===== src/rtl/spi_command_sequencer.sv =====
// Drains 16-bit command words from the SPI receiver FIFO and sequences register writes
// and valid/ready burst memory writes, with busy and sticky error status.
module spi_command_sequencer #(
    parameter  int unsigned ADDR_WIDTH     = 16,
    parameter  int unsigned TIMEOUT_CYCLES = 1024,
    localparam int unsigned WORD_W         = 16,
    localparam int unsigned REG_ADDR_W     = 8,
    localparam int unsigned CODE_W         = 2
) (
    input  logic                  aClock,
    input  logic                  aReset,
    input  logic                  aInDataAvailable,
    input  logic [WORD_W-1:0]     anInData,
    output logic                  anOutDataRead,
    output logic                  anOutRegWrite,
    output logic [REG_ADDR_W-1:0] anOutRegAddr,
    output logic [WORD_W-1:0]     anOutRegData,
    output logic                  anOutMemValid,
    input  logic                  aInMemReady,
    output logic [ADDR_WIDTH-1:0] anOutMemAddr,
    output logic [WORD_W-1:0]     anOutMemData,
    output logic                  anOutBusy,
    output logic                  anOutError,
    output logic [CODE_W-1:0]     anOutErrorCode,
    input  logic                  aClearError
);

    localparam int unsigned COUNT_W = 12;
    localparam int unsigned TMO_W   = (TIMEOUT_CYCLES > 0) ? $clog2(TIMEOUT_CYCLES + 1) : 1;
    localparam logic [TMO_W-1:0] TMO_LIMIT = TMO_W'(TIMEOUT_CYCLES);
    localparam bit TMO_EN = (TIMEOUT_CYCLES != 0);

    localparam logic [3:0] OP_NOP       = 4'h0;
    localparam logic [3:0] OP_WRITE_REG = 4'h1;
    localparam logic [3:0] OP_BURST     = 4'h2;

    localparam logic [CODE_W-1:0] ERR_NONE    = CODE_W'(0);
    localparam logic [CODE_W-1:0] ERR_OPCODE  = CODE_W'(1);
    localparam logic [CODE_W-1:0] ERR_TIMEOUT = CODE_W'(2);

    typedef enum logic [2:0] {
        S_IDLE,
        S_DECODE,
        S_REG_DATA,
        S_REG_WR,
        S_BURST_ADDR,
        S_BURST_DATA,
        S_MEM_WR
    } state_t;

    state_t                  state_q, state_d;
    logic [WORD_W-1:0]       cmd_q, cmd_d;
    logic [COUNT_W-1:0]      remain_q, remain_d;
    logic [TMO_W-1:0]        tmo_q, tmo_d;

    logic                    read_q, read_d;
    logic                    reg_write_q, reg_write_d;
    logic [REG_ADDR_W-1:0]   reg_addr_q, reg_addr_d;
    logic [WORD_W-1:0]       reg_data_q, reg_data_d;
    logic                    mem_valid_q, mem_valid_d;
    logic [ADDR_WIDTH-1:0]   mem_addr_q, mem_addr_d;
    logic [WORD_W-1:0]       mem_data_q, mem_data_d;
    logic                    busy_q, busy_d;
    logic                    err_q, err_d;
    logic [CODE_W-1:0]       code_q, code_d;

    logic                    fetch_state_c;
    logic                    wait_state_c;
    logic                    pop_c;
    logic                    bad_op_c;
    logic                    timeout_c;

    // A pop is never issued in the cycle right after another, since the FIFO head
    // only settles once the previous strobe has been seen.
    always_comb begin
        wait_state_c  = (state_q == S_REG_DATA) || (state_q == S_BURST_ADDR) ||
                        (state_q == S_BURST_DATA);
        fetch_state_c = wait_state_c || (state_q == S_IDLE);
        pop_c         = fetch_state_c && aInDataAvailable && !read_q;
    end

    always_ff @(posedge aClock) begin
        if (aReset) begin
            state_q     <= S_IDLE;
            cmd_q       <= '0;
            remain_q    <= '0;
            tmo_q       <= '0;
            read_q      <= 1'b0;
            reg_write_q <= 1'b0;
            reg_addr_q  <= '0;
            reg_data_q  <= '0;
            mem_valid_q <= 1'b0;
            mem_addr_q  <= '0;
            mem_data_q  <= '0;
            busy_q      <= 1'b0;
            err_q       <= 1'b0;
            code_q      <= ERR_NONE;
        end else begin
            state_q     <= state_d;
            cmd_q       <= cmd_d;
            remain_q    <= remain_d;
            tmo_q       <= tmo_d;
            read_q      <= read_d;
            reg_write_q <= reg_write_d;
            reg_addr_q  <= reg_addr_d;
            reg_data_q  <= reg_data_d;
            mem_valid_q <= mem_valid_d;
            mem_addr_q  <= mem_addr_d;
            mem_data_q  <= mem_data_d;
            busy_q      <= busy_d;
            err_q       <= err_d;
            code_q      <= code_d;
        end
    end

    // Next state, command/count capture and payload starvation timeout.
    always_comb begin
        state_d   = state_q;
        cmd_d     = cmd_q;
        remain_d  = remain_q;
        tmo_d     = tmo_q;
        bad_op_c  = 1'b0;
        timeout_c = 1'b0;

        case (state_q)
            S_IDLE: begin
                if (pop_c) begin
                    cmd_d   = anInData;
                    state_d = S_DECODE;
                end
            end
            S_DECODE: begin
                case (cmd_q[15:12])
                    OP_NOP:       state_d = S_IDLE;
                    OP_WRITE_REG: state_d = S_REG_DATA;
                    OP_BURST:     state_d = S_BURST_ADDR;
                    default: begin
                        bad_op_c = 1'b1;
                        state_d  = S_IDLE;
                    end
                endcase
            end
            S_REG_DATA: begin
                if (pop_c) state_d = S_REG_WR;
            end
            S_REG_WR: state_d = S_IDLE;
            S_BURST_ADDR: begin
                if (pop_c) begin
                    remain_d = cmd_q[COUNT_W-1:0];
                    state_d  = (cmd_q[COUNT_W-1:0] == '0) ? S_IDLE : S_BURST_DATA;
                end
            end
            S_BURST_DATA: begin
                if (pop_c) state_d = S_MEM_WR;
            end
            S_MEM_WR: begin
                if (aInMemReady) begin
                    remain_d = remain_q - COUNT_W'(1);
                    state_d  = (remain_q == COUNT_W'(1)) ? S_IDLE : S_BURST_DATA;
                end
            end
            default: state_d = S_IDLE;
        endcase

        if (wait_state_c) begin
            if (pop_c) begin
                tmo_d = '0;
            end else if (!aInDataAvailable && TMO_EN) begin
                tmo_d = tmo_q + TMO_W'(1);
                if (tmo_d == TMO_LIMIT) begin
                    timeout_c = 1'b1;
                    state_d   = S_IDLE;
                end
            end
        end

        if (state_d != state_q) tmo_d = '0;
    end

    // Registered outputs derived from the upcoming state and this cycle's captures.
    always_comb begin
        read_d      = pop_c;
        reg_write_d = (state_d == S_REG_WR);
        reg_addr_d  = reg_addr_q;
        reg_data_d  = reg_data_q;
        mem_valid_d = (state_d == S_MEM_WR);
        mem_addr_d  = mem_addr_q;
        mem_data_d  = mem_data_q;
        busy_d      = (state_d != S_IDLE);
        err_d       = err_q;
        code_d      = code_q;

        if (state_q == S_REG_DATA && pop_c) begin
            reg_addr_d = cmd_q[REG_ADDR_W-1:0];
            reg_data_d = anInData;
        end
        if (state_q == S_BURST_ADDR && pop_c) mem_addr_d = ADDR_WIDTH'(anInData);
        if (state_q == S_BURST_DATA && pop_c) mem_data_d = anInData;
        if (state_q == S_MEM_WR && aInMemReady) mem_addr_d = mem_addr_q + ADDR_WIDTH'(1);

        if (bad_op_c) begin
            err_d  = 1'b1;
            code_d = ERR_OPCODE;
        end else if (timeout_c) begin
            err_d  = 1'b1;
            code_d = ERR_TIMEOUT;
        end else if (aClearError) begin
            err_d  = 1'b0;
            code_d = ERR_NONE;
        end
    end

    assign anOutDataRead  = read_q;
    assign anOutRegWrite  = reg_write_q;
    assign anOutRegAddr   = reg_addr_q;
    assign anOutRegData   = reg_data_q;
    assign anOutMemValid  = mem_valid_q;
    assign anOutMemAddr   = mem_addr_q;
    assign anOutMemData   = mem_data_q;
    assign anOutBusy      = busy_q;
    assign anOutError     = err_q;
    assign anOutErrorCode = code_q;

endmodule

===== config.mk =====
export PLATFORM = sky130hd
export DESIGN_NAME = spi_command_sequencer
export DESIGN_NICKNAME = d
export VERILOG_FILES = /design/src/rtl/spi_command_sequencer.sv
export SDC_FILE = /design/constraint.sdc
export NUM_CORES = 1
export LEC_CHECK = 0
export ABC_CLOCK_PERIOD_IN_PS = 3300
export BUFFER_PORTS_ARGS = -buffer_cell sky130_fd_sc_hd__buf_4
export CAP_MARGIN = 20
export CORE_MARGIN = 3
export CORE_UTILIZATION = 55
export CTS_CLUSTER_SIZE = 10
export DETAILED_ROUTE_END_ITERATION = 8
export HOLD_SLACK_MARGIN = 0.03
export PLACE_DENSITY = 0.78
export RECOVER_POWER = 25
export SKIP_CTS_REPAIR_TIMING = 1
export SYNTH_ARGS = -nofsm -noshare
export SYNTH_HDL_FRONTEND = slang
export SYNTH_SLANG_ARGS = --single-unit

===== constraint.sdc =====
create_clock -name aClock -period 3.3 [get_ports aClock]
set_input_delay 0.66 -clock aClock [delete_from_list [all_inputs] [get_ports aClock]]
set_output_delay 0.66 -clock aClock [all_outputs]
set_load 0.01 [all_outputs]

==> results.cfg <==
[synth]
syn_avg_cell_area_um2 = 8.10
ys_async_sr_fraction_pct = 0
synthTopCellsByCount = 141 x nand2_1, 105 x dfxtp_1, 77 x a21oi_1
yosysWarnings = 0
yosysMostFrequentCell = nand2_1
synthCells = 623
synth_top_area_share_pct = 41.7
syn-cell-area_um2 = 5050
synth_edf_count = 0
synth_seq_cells = 105
synth.net_count = 648
synth-seq-area-share_pct = 41.7
synth.top_cells.by_area = dfxtp_1 42%, nand2_1 10%, a21oi_1 7.6%
synthDistinctLibCells = 68
ys.flop_type = dfxtp_1
yosysTopAreaCell = dfxtp_1

[sta]
worst_pin_slew_ps = 798
setup-tns-final_ps = 0
finalMaxSlewViolations = 0
clock.fmax_ghz = 0.400
finalCritPeriodShare_pct = 75.7
rsz0062_at_grt = false
relSlewSlack_pct = 46.7
hold_violations = 0
worst_slack_ps = 802
period_needed_ps = 2500
finalClockSkew_ps = 12.0
setup_violations = 0

[clocking]
htreeDepth = 3
root_buffer = clkbuf_8
cts_buffers = 9
clock-sinks = 105
clk_latency_ps = 370
cts_tree = done
cts_buffer_depth = 2
clk_pin_slew_ps = 110

[routing]
ant_nets = 0
vias = 4906
dr.pass1.iters = 4
viasPerCell = 6.14
drc = 0
drt_wl_total_um = 13700
wl_per_cell_um = 17.2
first_iter_violations = 300

[run_status]
run_status = finished clean

[worst_setup_path]
cp-start-kind = register
end_kind = register
path_class = register to register
crit_required_ps = 3570
worstPathArrival_ps = 2770
crit_fanout = 19

[floorplanning]
coreArea_um2 = 8810
num_rows = 34
fp.dieW_um = 102
io_pins = 84
die_h_um = 102
start_util_pct = 57.3
die_area_um2 = 10400

[grt]
met1_usage_pct = 37.4
grt_max_degree = 60
grt_usage_pct = 27.4
grt_pass1_vias = 4542
use_met3_pct = 5.79
grt-ovfl-total = 0
use_met2_pct = 42.8
grt_pass1_wl_um = 22600
grt_busiest_layer = met2
antenna_found_initial = 0

[placement]
dpl.hpwl_um = 9710
place_area_um2 = 5680
dp_slack_ps = 544
portBuffers = 83
gp_congestion = 0.918

[power]
p_leak_nw = 1.97
ir_worst_vdd_uv = 262
powerDensity_nw_per_um2 = 419
power.total_mw = 2.41

[cells_and_area]
fillers = 767
postLayoutCoreUtil_pct = 65.1
drive_gt1_share_pct = 13.2
nNetsFinal = 711
fin_area_um2 = 5740
area_growth_pct = 13.7
diodes = 0

[worst_hold_path]
hold_path.class = register to register

[job]
cap_violations = 0
[layer usage]
metal  share of wire [%]  vias to the layer above
met1                  42                     2280
li1                    -                     2372
met2                  47                      232
met3                 8.9                       22
met5                   0                        -
met4                 2.2                        0
[logic make-up after synthesis]
family | Yosys count | synth area share, %
AOI/OAI and AO/OA | 182 | 24.8
adders and majority gates | 4 | 0.992
muxes | 4 | 0.818
buffers and inverters | 50 | 4.46
DFF | 105 | 41.7
and+or+nand+nor | 274 | 26.5
xor gates and xnor gates | 4 | 0.694
[cell type report]
class                           count  area (um2)  share of cell area [%]
Inverter                            9        33.8                   0.589
Clock buffer                        9         124                    2.16
Tap cell                          108         135                    2.36
Timing Repair Buffer               93         541                    9.42
Sequential cell                   105        2100                    36.6
Multi-Input combinational cell    468        2720                    47.4
Clock inverter                      7        81.3                    1.42
[path summary, 6_finish.rpt]
check	from	end	slack [ps]	cells past startpoint
max	state_q[2]$_SDFF_PP0_	tmo_q[0]$_SDFFE_PP0P_	800	5
min	anOutRegAddr[4]$_SDFFE_PP0P_	anOutRegAddr[4]$_SDFFE_PP0P_	460	2
max reg2reg	state_q[2]$_SDFF_PP0_	tmo_q[0]$_SDFFE_PP0P_	800	5
min reg2reg	anOutRegAddr[4]$_SDFFE_PP0P_	anOutRegAddr[4]$_SDFFE_PP0P_	460	2
[sequential cells by signal (all words and copies together), names as in the netlist]
register and count:
anOutRegAddr 8, cmd_q 16, anOutBusy 1, state_q 3
anOutError 1, remain_q 12, anOutMemValid 1, anOutMemAddr 16
anOutRegData 16, anOutRegWrite 1, anOutErrorCode 2, tmo_q 11
anOutDataRead 1, anOutMemData 16
[through the flow]
stage,cells,hold slack (ps)
finish,799,458
global route,799,479
CTS,798,464
detailed placement,782,448
global placement,782,444
floorplan,623,445
[layout by cell type (no fill, tap or decap), drive strengths merged, types with 5 or more instances in the layout]
cell type / n
o21ai: 20
nand4b: 5
nand3: 14
o211ai: 5
a22oi: 8
nor4: 12
a211oi: 18
nor2: 32
clkbuf: 51
a21o: 5
o22ai: 5
nor3: 13
and3: 6
a2111oi: 7
nand2: 141
nand2b: 8
dfxtp: 105
inv: 13
a31oi: 6
buf: 51
and2: 8
nand4: 6
a21oi: 78
[critical path, stage by stage (launching register included)]
cell       delay (ps)
dfxtp_1           710
nor4b_1           190
a31o_2            270
a211oi_2          380
nand2b_1          410
a2111oi_4         450
[report_power, final]
| part | leakage, nW | total, mW | switching, mW | internal, mW |
|---|---|---|---|---|
| sequential | 0.849 | 1.33 | 0.0355 | 1.30 |
| clock | 0.104 | 0.803 | 0.498 | 0.305 |
| combinational | 1.01 | 0.270 | 0.172 | 0.0982 |
Note: power is estimated with default switching activity, not from simulation.
